`config.mk`:
```
export PLATFORM = sky130hd
export DESIGN_NAME = dae_ctrl_scan
export DESIGN_NICKNAME = d
export VERILOG_FILES = /design/src/rtl/dae_pkg.sv /design/src/rtl/dae_seg_scan.sv /design/src/rtl/dae_ctrl_scan.sv
export SDC_FILE = /design/constraint.sdc
export NUM_CORES = 1
export LEC_CHECK = 0
export BUFFER_PORTS_ARGS = -buffer_cell sky130_fd_sc_hd__buf_2
export CORE_ASPECT_RATIO = 1.2
export CORE_MARGIN = 2
export CORE_UTILIZATION = 55
export CTS_CLUSTER_DIAMETER = 60
export DETAILED_ROUTE_END_ITERATION = 6
export PLACE_DENSITY = 0.72
export SYNTH_ARGS = -nofsm -noshare
export SYNTH_HDL_FRONTEND = slang
export SYNTH_SLANG_ARGS = --single-unit
```
`constraint.sdc`:
```
create_clock -name clk -period 3.9 [get_ports clk]
set_clock_uncertainty 0.1 [all_clocks]
set_input_delay 0.585 -clock clk [delete_from_list [all_inputs] [get_ports clk]]
set_output_delay 0.585 -clock clk [all_outputs]
set_load 0.02 [all_outputs]
```
`src/rtl/dae_pkg.sv`:
```
// Shared encodings for the decode-and-execute front-end: FSM states,
// seven-segment glyph table and digit-enable patterns.
// Latency: n/a (constants only). Backpressure: n/a.
package dae_pkg;

  typedef enum logic [2:0] {
    ST_IDLE = 3'd0,
    ST_LOAD = 3'd1,
    ST_EXEC = 3'd2,
    ST_HOLD = 3'd3,
    ST_RUN  = 3'd4
  } dae_state_t;

  // Active-low segments, bit 0 = a ... bit 6 = g.
  localparam logic [6:0] HEX2SEG [16] = '{
    7'b1000000, 7'b1111001, 7'b0100100, 7'b0110000,  // 0 1 2 3
    7'b0011001, 7'b0010010, 7'b0000010, 7'b1111000,  // 4 5 6 7
    7'b0000000, 7'b0010000, 7'b0001000, 7'b0000011,  // 8 9 A b
    7'b1000110, 7'b0100001, 7'b0000110, 7'b0001110   // C d E F
  };

  // Active-low one-hot digit enables, index = digit number.
  localparam logic [3:0] AN_DIGIT [4] = '{
    4'b1110, 4'b1101, 4'b1011, 4'b0111
  };

endpackage

```
`src/rtl/dae_seg_scan.sv`:
```
// Four-digit seven-segment scanner: free-running refresh counter picks a
// nibble, decodes it to hex glyph. Latency: an/seg 1 clk after digit select.
// Backpressure: none; free-running.
//
// Ports:
//   clk, rst_n        clock, async active-low reset
//   nib0..nib3  [3:0] values shown on digits 0..3
//   an          [3:0] digit enables, active-low one-hot
//   seg         [6:0] segments, active-low, seg[0]=a
module dae_seg_scan
  import dae_pkg::*;
#(
  parameter int REFRESH_W = 17
) (
  input  logic       clk,
  input  logic       rst_n,
  input  logic [3:0] nib0,
  input  logic [3:0] nib1,
  input  logic [3:0] nib2,
  input  logic [3:0] nib3,
  output logic [3:0] an,
  output logic [6:0] seg
);

  logic [REFRESH_W-1:0] refresh_cnt;
  logic [1:0]           digit;
  logic [3:0]           nib;

  assign digit = refresh_cnt[REFRESH_W-1 -: 2];

  always_comb begin
    nib = nib0;
    case (digit)
      2'd0:    nib = nib0;
      2'd1:    nib = nib1;
      2'd2:    nib = nib2;
      default: nib = nib3;
    endcase
  end

  // an and seg update on the same edge so a digit never shows its
  // neighbour's glyph.
  always_ff @(posedge clk or negedge rst_n) begin
    if (!rst_n) begin
      refresh_cnt <= '0;
      an          <= AN_DIGIT[0];
      seg         <= HEX2SEG[0];
    end else begin
      refresh_cnt <= refresh_cnt + 1'b1;
      an          <= AN_DIGIT[digit];
      seg         <= HEX2SEG[nib];
    end
  end

endmodule

```
`src/rtl/dae_ctrl_scan.sv`:
```
// Sequencer/display front-end for the combinational decode-and-execute unit.
// Latency: press -> operands driven 4 clks, result captured EXEC_CYCLES later.
// Backpressure: none; button presses arriving while busy are dropped.
//
// Ports:
//   clk, rst_n                 clock, async active-low reset
//   sw_rs/sw_rt [3:0], sw_sel [2:0]  operand/opcode switches (sampled on load)
//   btn_load, btn_run          debounced buttons, asynchronous
//   dae_rs/dae_rt [3:0], dae_sel [2:0]  drive to the unit
//   dae_rd [3:0]               combinational result from the unit
//   busy, running              status (LOAD/EXEC, RUN)
//   an [3:0], seg [6:0]        active-low display
module dae_ctrl_scan
  import dae_pkg::*;
#(
  parameter int REFRESH_W   = 17,
  parameter int STEP_CYCLES = 50_000_000,
  parameter int EXEC_CYCLES = 2
) (
  input  logic       clk,
  input  logic       rst_n,
  input  logic [3:0] sw_rs,
  input  logic [3:0] sw_rt,
  input  logic [2:0] sw_sel,
  input  logic       btn_load,
  input  logic       btn_run,
  output logic [3:0] dae_rs,
  output logic [3:0] dae_rt,
  output logic [2:0] dae_sel,
  input  logic [3:0] dae_rd,
  output logic       busy,
  output logic       running,
  output logic [3:0] an,
  output logic [6:0] seg
);

  localparam int STEP_W = (STEP_CYCLES > 1) ? $clog2(STEP_CYCLES) : 1;
  localparam int EXEC_W = $clog2(EXEC_CYCLES + 1);
  localparam logic [STEP_W-1:0] STEP_LAST = STEP_W'(STEP_CYCLES - 1);
  localparam logic [EXEC_W-1:0] EXEC_LAST = EXEC_W'(EXEC_CYCLES - 1);

  dae_state_t        state, state_nxt;
  logic [2:0]        load_sync, run_sync;   // [1:0] synchroniser, [2] previous
  logic              load_p, run_p;
  logic [EXEC_W-1:0] exec_cnt;
  logic [STEP_W-1:0] step_cnt;
  logic [3:0]        result;
  logic              exec_done, step_tick, enter_load;

  // Two flops of synchronisation plus a registered rising-edge detect:
  // a press shows up as a one-clock pulse three clocks later.
  always_ff @(posedge clk or negedge rst_n) begin
    if (!rst_n) begin
      load_sync <= '0;
      run_sync  <= '0;
      load_p    <= 1'b0;
      run_p     <= 1'b0;
    end else begin
      load_sync <= {load_sync[1:0], btn_load};
      run_sync  <= {run_sync[1:0], btn_run};
      load_p    <= load_sync[1] & ~load_sync[2];
      run_p     <= run_sync[1] & ~run_sync[2];
    end
  end

  always_comb begin
    state_nxt = state;
    case (state)
      ST_IDLE, ST_HOLD: begin
        if (load_p)     state_nxt = ST_LOAD;   // load beats run on a tie
        else if (run_p) state_nxt = ST_RUN;
      end
      ST_LOAD: state_nxt = ST_EXEC;
      ST_EXEC: if (exec_cnt == EXEC_LAST) state_nxt = ST_HOLD;
      ST_RUN: begin
        if (load_p)     state_nxt = ST_LOAD;
        else if (run_p) state_nxt = ST_HOLD;
      end
      default: state_nxt = ST_IDLE;
    endcase
  end

  assign enter_load = (state_nxt == ST_LOAD);
  assign exec_done  = (state == ST_EXEC) && (exec_cnt == EXEC_LAST);
  // Leaving auto-run on the terminal count takes no final capture.
  assign step_tick  = (state == ST_RUN) && (state_nxt == ST_RUN) &&
                      (step_cnt == STEP_LAST);

  always_ff @(posedge clk or negedge rst_n) begin
    if (!rst_n) begin
      state    <= ST_IDLE;
      busy     <= 1'b0;
      running  <= 1'b0;
      exec_cnt <= '0;
      step_cnt <= '0;
    end else begin
      state    <= state_nxt;
      busy     <= (state_nxt == ST_LOAD) || (state_nxt == ST_EXEC);
      running  <= (state_nxt == ST_RUN);
      exec_cnt <= (state == ST_EXEC) ? exec_cnt + 1'b1 : '0;
      if ((state == ST_RUN) && (state_nxt == ST_RUN))
        step_cnt <= step_tick ? '0 : step_cnt + 1'b1;
      else
        step_cnt <= '0;
    end
  end

  // Operands are taken on the edge that enters LOAD, so the unit is already
  // driven during LOAD and has LOAD plus EXEC_CYCLES to settle.
  always_ff @(posedge clk or negedge rst_n) begin
    if (!rst_n) begin
      dae_rs  <= '0;
      dae_rt  <= '0;
      dae_sel <= '0;
      result  <= '0;
    end else begin
      if (enter_load) begin
        dae_rs  <= sw_rs;
        dae_rt  <= sw_rt;
        dae_sel <= sw_sel;
      end else if (step_tick) begin
        dae_sel <= dae_sel + 3'd1;
      end
      if (exec_done || step_tick)
        result <= dae_rd;
    end
  end

  dae_seg_scan #(
    .REFRESH_W (REFRESH_W)
  ) u_seg_scan (
    .clk   (clk),
    .rst_n (rst_n),
    .nib0  (result),
    .nib1  ({1'b0, dae_sel}),
    .nib2  (dae_rt),
    .nib3  (dae_rs),
    .an    (an),
    .seg   (seg)
  );

endmodule
```
-- Word-level counts from Yosys, hierarchy flattened
Memory sizes are Yosys's and may differ from the RTL's. A register that Yosys moved wholly into a read port is not among the register bits.
Cells that the tools add are included.
- bits in registers: 77
- memory bits (read-only): 112
- bits of input ports: 19
- output and inout bits: 24
- logic and storage cells: 63
- memories: 1
- memory list (name ; depth ; width ; rd ports ; clocked after Yosys merged registers in ; wr ports ; line ; text):
    (no name shown) ; 16 ; 7 ; 1 ; 1 ; 0 ; dae_seg_scan.sv:51 ; seg <= HEX2SEG[nib];
- $add $sub $neg: 4
- order comparisons: 1
- equal/unequal tests: 11
- muxes and demuxes: 15
- bitwise logic cells: 6
- reduce and logical (&&, ||, !) cells: 10
- operator list (kind ; count):
    26-bit two-way mux ; 2
    26-bit by 1-bit adder with 26-bit output, second input constant ; 1
    26-bit equality test, second input constant ; 1
    3-bit two-way mux ; 7
    17-bit by 1-bit adder with 17-bit output, second input constant ; 1
    3-bit one-hot mux with 4 select lines ; 1
    4-bit one-hot mux with 3 select lines ; 1
    3-bit by 2-bit equality test with 1-bit output, second input constant ; 3
    4-bit binary-select mux with 2-bit select ; 1
    4-bit two-way mux ; 2
    3-bit by 1-bit equality test with 1-bit output, second input constant ; 2
    3-bit equality test, second input constant ; 2
    4-bit inverter with 5-bit output ; 1
    2-bit by 1-bit equality test with 1-bit output, second input constant ; 2
    3-bit by 1-bit adder with 3-bit output, second input constant ; 1
    3-bit >= comparator, second input constant ; 1
    1-bit logical AND ; 3
    3-bit logical NOT ; 1
    2-bit inverter with 3-bit output ; 1
    2-bit by 1-bit adder with 2-bit output, second input constant ; 1
    1-bit bitwise AND ; 2
    2-bit equality test, second input constant ; 1
    2-bit logical NOT ; 1
    1-bit logical OR ; 2
    other kinds (5) ; 6

-- Depth between registers and ports, before layout
Gate-level depths: netlist (run 1).
- depth in word-level cells: 8
- mapped depth: 7
- gate-level depth less buffers: 5

-- Cells and area by module
From an unflattened synthesis (run 1), not the netlist that was laid out.
- cell total of the unflattened synthesis: 351
- area, all modules: 3925.0 sq um
- by module, submodules not included (module ; times used ; cells each ; area each (sq um) ; seq. area each (sq um)):
    dae_ctrl_scan ; 1 ; 241 ; 2568.7 ; 1401.3
    dae_seg_scan ; 1 ; 110 ; 1356.3 ; 705.7

-- Least setup slack after synthesis (run 1)
Ideal clock, no wire load.
- path type: register to register
- from: register step_cnt[18]
- to: register dae_sel[2]
- library setup time: 82 ps
- data arrival time: 2253 ps
- required time: 3718 ps
- setup slack: 1465 ps
- cell stages (with the launch flop): 7
- buffers on the path: 2
- clock period less this slack: 2435 ps
- cells stage by stage: dfrtp_1 -> buf_6 -> or4_1 -> or4_1 -> clkbuf_2 -> or4_1 -> a31oi_1
- longest elaborated chain between the ends: 3
- RTL lines (item ; line ; text):
    from (decl) ; dae_ctrl_scan.sv:46 ; logic [STEP_W-1:0] step_cnt;
    from (signal assigned) ; dae_ctrl_scan.sv:102 ; step_cnt <= step_tick ? '0 : step_cnt + 1'b1;
    26-bit equality test ; dae_ctrl_scan.sv:87 ; (step_cnt == STEP_LAST);
    1-bit logical AND ; dae_ctrl_scan.sv:86 ; assign step_tick = (state == ST_RUN) && (state_nxt == ST_RUN) &&
    2-bit nonzero test (no line) ; n/a ;
    to (signal assigned) ; dae_ctrl_scan.sv:120 ; dae_sel <= sw_sel;
    to (signal assigned) ; dae_ctrl_scan.sv:122 ; dae_sel <= dae_sel + 3'd1;
    to (decl) ; dae_ctrl_scan.sv:29 ; output logic [2:0] dae_sel,
No other way between the ends.
A chain may end at the register's enable or synchronous reset.

-- Final worst setup path (run 1)
- from: register step_cnt[18]
- to: register dae_sel[1]
The elaborated chain is that of the path after synthesis.

==> results of run 1 <==
-- cell type report --
cell class,instances,area (sq um)
inverter,16,60.1
timing repair buffer,44,228
sequential,84,2110
multi-input combinational,258,1760
tap,90,113
clock buffer,10,138
fill,572,2650
clock inverter,6,100
-- flip-flops by register name (all words and copies together), names as in the netlist --
register,cells
step_cnt,26
u_seg_scan.refresh_cnt,17
u_seg_scan.seg,7
dae_rs,4
dae_rt,4
result,4
u_seg_scan.an,4
dae_sel,3
load_sync,3
run_sync,3
state,3
exec_cnt,2
busy,1
load_p,1
run_p,1
running,1
-- power by group through the flow --
| stage | sequential [W] | combinational (W) | clock [W] |
|---|---|---|---|
| after detailed placement | 0.00115 | 0.000730 | 0 |
| after CTS | 0.00113 | 0.000738 | 0.000748 |
| after global placement | 0.00115 | 0.000706 | 0 |
| after floorplan | 0.00122 | 0.000424 | 0 |
| after global routing | 0.00116 | 0.000813 | 0.000785 |
| final | 0.00113 | 0.000731 | 0.000736 |
-- worst max path at each step --
stage	start	to	slack, ns	cells past startpoint
floorplan	step_cnt[18]	dae_sel[2]	1.46	6
global placement	step_cnt[18]	dae_sel[1]	1.33	4
detailed placement	step_cnt[18]	dae_sel[1]	1.28	4
CTS	step_cnt[18]	dae_sel[1]	1.27	4
global route	step_cnt[18]	dae_sel[1]	1.10	4
finish	step_cnt[18]	dae_sel[1]	1.27	4
-- through the flow --
stage / cells / cell area, sq um / power [W] / util / setup WS (ns)
after CTS: 508 / 4500 / 0.00262 / 0.630 / 1.27
after detailed placement: 492 / 4260 / 0.00188 / 0.596 / 1.28
final: 508 / 4500 / 0.00260 / 0.630 / 1.27
after global placement: 492 / 4260 / 0.00185 / 0.596 / 1.33
after global routing: 508 / 4500 / 0.00275 / 0.630 / 1.10
after floorplan: 373 / 3990 / 0.00165 / - / 1.46
-- placed cells by master (no fill, tap or decap), types with 8 or more instances in the layout --
cell | netlist | layout
a21oi_1 | 14 | 14
buf_2 | 2 | 41
clkbuf_8 | 0 | 10
dfrtp_1 | 80 | 80
ha_1 | 9 | 9
inv_1 | 16 | 16
mux2_2 | 8 | 8
nand2_1 | 29 | 29
nand3_1 | 18 | 18
nand4_1 | 17 | 17
nor2_1 | 28 | 28
nor3_1 | 9 | 9
o21ai_0 | 10 | 10
o31ai_1 | 9 | 9
or4_1 | 13 | 13
xnor2_1 | 17 | 17
xor2_1 | 12 | 12
-- synth_stat cells (all sizes together) (8+ instances only) --
cell type / number / share of area
dfrtp: 80 / 0.50
nand2: 29 / 0.027
nor2: 28 / 0.026
nand3: 18 / 0.023
nand4: 17 / 0.027
xnor2: 17 / 0.037
inv: 16 / 0.015
a21oi: 14 / 0.018
or4: 13 / 0.024
clkbuf: 12 / 0.012
o21ai: 12 / 0.016
xor2: 12 / 0.026
ha: 9 / 0.028
nor3: 9 / 0.011
o31ai: 9 / 0.017
mux2: 8 / 0.023
-- layer usage --
metal  vias up  track usage  wire length (microns)
met3        13       0.0446                    338
li1       1435            -                      -
met1      1455        0.289                   3500
met4         0       0.0782                    128
met2        61        0.337                   3750
met5         -            0                      0
-- kinds of logic after synthesis --
family          synth area share
compound gates            0.0815
xor+xnor                  0.0637
fa+ha+maj                 0.0282
buf+inv                   0.0320
flops                      0.528
mux                       0.0577
simple gates               0.209
-- worst max-delay path, delay by kind of cell (launching register included) --
kind	cells	cell delay, ns
compound gates	1	0.21
flops	1	0.47
simple gates	3	1.69
==> flow_summary.yaml, run 1 <==
worst_setup_path:
  timing.rr.end: "dae_sel[1]"
  cp_data_required_time_ns: 4.00
  r2r_start: "step_cnt[18]"
  path_class: "reg2reg"
  cp_max_fo: 9
  end_kind: "register"
  cp-start-kind: "register"
  slowest_stage: "or4_1"
  crit_path_max_incr_delay_ns: 0.63
  cp_cell_sequence: "or4_1 -> or4_1 -> nor3_1 -> o221ai_1"
  crit_arrival_ns: 2.73
  rrSetupSlack_ns: 1.27
  crit_path_frequent_cell: "or4_1"
  ff2ff_path_depth: 4
clock_tree:
  clk_pin_slew_worst_paths_ns: 0.09
  ctsHoldBuffers: 0
  ctsHtreeMaxLevel: 3
  cts_buffers: 9
  clk_latency_ns: 0.36
  clock-sinks: 84
  root_buffer: "clkbuf_8"
  cts_tree: "built"
  cts_buffer_depth: 2
  cts_setup_buffers: 0
  cts_resized: 0
route:
  wl_per_cell_microns: 15.2
  drc: 0
  drt_wl_total_mm: 7.71
  vias: 2964
  via_per_inst: 5.83
  ant_nets: 0
  drt_iter0_markers: 155
  dr.pass1.iters: 4
timing:
  fmax_mhz: 380
  tightest_slew_ns: 1.22
  period_share: 0.675
  rsz0062_at_grt: "false"
  fin_tns_setup_ns: 0
  max_slew_margin: 0.180
  setup_viol: 0
  min_period_ns: 2.63
  slew_violations: 0
  finalHoldViolCount: 0
  whs_ns: 0.226
pwr:
  p_sw_w: 0.000879
  p_int_w: 0.00172
  power_density_nw_per_um2: 578
  seqPwrFrac: 0.436
  clockPowerShare: 0.283
  power_frac_comb: 0.281
  cellLeakagePower_nw: 1.90
  irDropWorstVdd_uv: 325
  swShare: 0.338
floorplanning:
  die_h_microns: 97.3
  coreArea_sq_um: 7150
  die_x_microns: 81.8
  io_pins: 43
  num_rows: 34
  die_area_sq_um: 7960
  initial_core_util: 0.558
yosys:
  synth_ff_type: "dfrtp_1"
  synth_area_sq_um: 3990
  synth_cell_types: 51
  synth_edf_count: 0
  netlist_instances: 373
  ys_seq_area_frac: 0.528
  synth_nets: 401
  yosys_warnings: 0
  postSynthAreaPerCell_sq_um: 10.7
  async_reset_ff_frac: 1.00
  ys_ff_latch: 84
finish:
  area_growth_pct: 12.8
  post_route_cells_drive_above_1_share: 0.206
  fin_nets: 441
  diodes: 0
global_routing:
  grt_max_degree: 85
  grt_overflow_total: 0
  grt_pass1_vias: 2894
  antenna_found_initial: 0
  grt_use_total: 0.214
  grt_pass1_wl_mm: 13.3
flow_run:
  drv_cap: 0
outcome:
  status: "finished, final reports clean"
min_path:
  holdPathStages: 1
  min_path_type: "in2reg"
  holdPathEnd: "run_sync[0]"
  min_from: "btn_run"
placed_design:
  hpwlAfterDp_mm: 5.30
  gp_congestion: 0.860
  portBuffers: 42
Note: power is estimated with default switching activity, not from simulation.
==> inputs of run 2 (changes only) <==
==> constraint.sdc (replaced) <==
create_clock -name clk -period 2.75 [get_ports clk]
set_clock_uncertainty 0.1 [all_clocks]
set_input_delay 0.4125 -clock clk [delete_from_list [all_inputs] [get_ports clk]]
set_output_delay 0.4125 -clock clk [all_outputs]
set_load 0.02 [all_outputs]
==> run 2 against run 1 <==
First-iteration DRC count is 31% lower. Combinational power is 46% higher. Register-to-register slack worse by 1.0 ns. Non-clock buffer count is 7 higher. Routed wire length is 1.4% lower. Core utilization is 0.53 points higher. Hold slack worse by 0.17 ns. Sequential share of layout area is 0.39 points lower. Sequential power is 41% higher. Via count is 1.1% higher.
==> flow_summary.yaml, run 2 (synthesis gave the netlist of run 1 again) <==
clock_tree:
  clk_latency_ns: 0.35
  cts_buffers: 9
  cts_resized: 0
  cts_buffer_depth: 2
  root_buffer: "clkbuf_8"
  cts_tree: "built"
  ctsHoldBuffers: 1
  ctsHtreeMaxLevel: 3
  clk_pin_slew_worst_paths_ns: 0.09
  cts_setup_buffers: 0
  clock-sinks: 84
finish:
  fin_nets: 448
  mostFrequentLayoutCells: "dfrtp_1 (80), buf_2 (41), nand2_1 (29)"
  final_cells: 515
  diodes: 0
  n_fill_cell: 578
  top_register: "step_cnt"
  area_growth_pct: 13.7
  largest_reg_flops: 26
  final_common_cell: "dfrtp_1"
  post_route_cells_drive_above_1_share: 0.216
  largestRegisters: "step_cnt: 26 flops, u_seg_scan.refresh_cnt: 17 flops, u_seg_scan.seg: 7 flops"
floorplanning:
  die_x_microns: 81.8
  io_pins: 43
  coreArea_sq_um: 7150
  initial_core_util: 0.558
  die_area_sq_um: 7960
  num_rows: 34
  die_h_microns: 97.3
min_path:
  min_path_type: "in2reg"
  min_from: "btn_run"
  holdPathEnd: "run_sync[0]"
  holdPathStages: 1
placed_design:
  gp_congestion: 0.842
  portBuffers: 42
  hpwlAfterDp_mm: 5.39
  dp.cells: 498
  preCtsSetupSlack_ns: 0.252
pwr:
  p_total_w: 0.00356
  cellLeakagePower_nw: 1.93
  irDropWorstVdd_uv: 485
  power_density_nw_per_um2: 785
global_routing:
  grt_pass1_vias: 2763
  grt_use_total: 0.210
  grt_pass1_wl_mm: 13.1
  antenna_found_initial: 0
  grt_overflow_total: 0
  grt_max_degree: 50
route:
  dr_wl_met3_microns: 315
  ant_nets: 0
  vias: 2996
  via_per_inst: 5.82
  highest_layer: "met4"
  wl_per_cell_microns: 14.8
  wl_met1_mm: 3.44
  drt_iter0_markers: 107
  dr_wl_met2_mm: 3.73
  drt_wl_total_mm: 7.60
  drc: 0
  dr.pass1.iters: 7
timing:
  fmax_mhz: 401
  fin_tns_setup_ns: 0
  whs_ns: 0.0540
  max_slew_margin: 0.692
  tightest_slew_ns: 0.461
  finalWorstSetupSlack_ns: 0.255
  slew_violations: 0
  setup_viol: 0
  finalHoldViolCount: 0
  period_share: 0.907
  min_period_ns: 2.49
  rsz0062_at_grt: "false"
worst_setup_path:
  timing.rr.end: "dae_sel[2]"
  ff2ff_path_depth: 4
  rrSetupSlack_ns: 0.26
  crit_arrival_ns: 2.68
  path_class: "reg2reg"
  r2r_start: "step_cnt[18]"
  end_kind: "register"
  cp_max_fo: 9
  cp-start-kind: "register"
  cp_data_required_time_ns: 2.93
outcome:
  status: "finished, final reports clean"
flow_run:
  drv_cap: 0
==> run 2: changes by cell type in the layout (fill, tap and decap cells not counted) <==
cell / change
buf_12: +1
buf_4: +5
bufinv_16: -1
clkinv_2: +1
clkinv_4: +2
dlygate4sd3_1: +1
inv_8: -2
==> run 2: power by group <==
group / switching [W] / internal (W) / leakage [nW] / total [W]
clock: 0.000452 / 0.000452 / 0.107 / 0.000905
combinational: 0.000608 / 0.000457 / 0.740 / 0.00107
sequential: 0.000149 / 0.00144 / 1.08 / 0.00159
==> run 2: worst max path at each step <==
stage                             from         end  depth (start not counted)
final                     step_cnt[18]  dae_sel[2]                          4
after global routing      step_cnt[18]  dae_sel[2]                          4
after CTS                 step_cnt[18]  dae_sel[2]                          4
after detailed placement  step_cnt[18]  dae_sel[2]                          4
after global placement    step_cnt[18]  dae_sel[2]                          4
after floorplan           step_cnt[18]  dae_sel[2]                          6
==> run 2: stage by stage <==
step | utilization | area [sq um]
floorplan | - | 3990
detailed placement | 0.605 | 4320
global placement | 0.605 | 4320
finish | 0.635 | 4540
CTS | 0.635 | 4540
global route | 0.635 | 4540
==> run 2: layer usage <==
metal,track usage,up-vias
met2,0.319,52
li1,-,1443
met5,0,-
met3,0.0511,10
met1,0.296,1491
met4,0.0705,0
==> run 2: layout make-up <==
| cell class | count | area [sq um] | share of cell area |
|---|---|---|---|
| Timing Repair Buffer | 51 | 295 | 0.0651 |
| Clock inverter | 6 | 70.1 | 0.0154 |
| Sequential cell | 84 | 2110 | 0.464 |
| Inverter | 16 | 60.1 | 0.0132 |
| Clock buffer | 10 | 138 | 0.0303 |
| Multi-Input combinational cell | 258 | 1760 | 0.387 |
| Tap cell | 90 | 113 | 0.0248 |
==> run 2: worst max-delay path, cell delays in order, from the launching register on <==
cell	delay [ns]
dfrtp_1	0.46
or4_1	0.54
or4_1	0.63
or4_1	0.53
a31oi_1	0.17
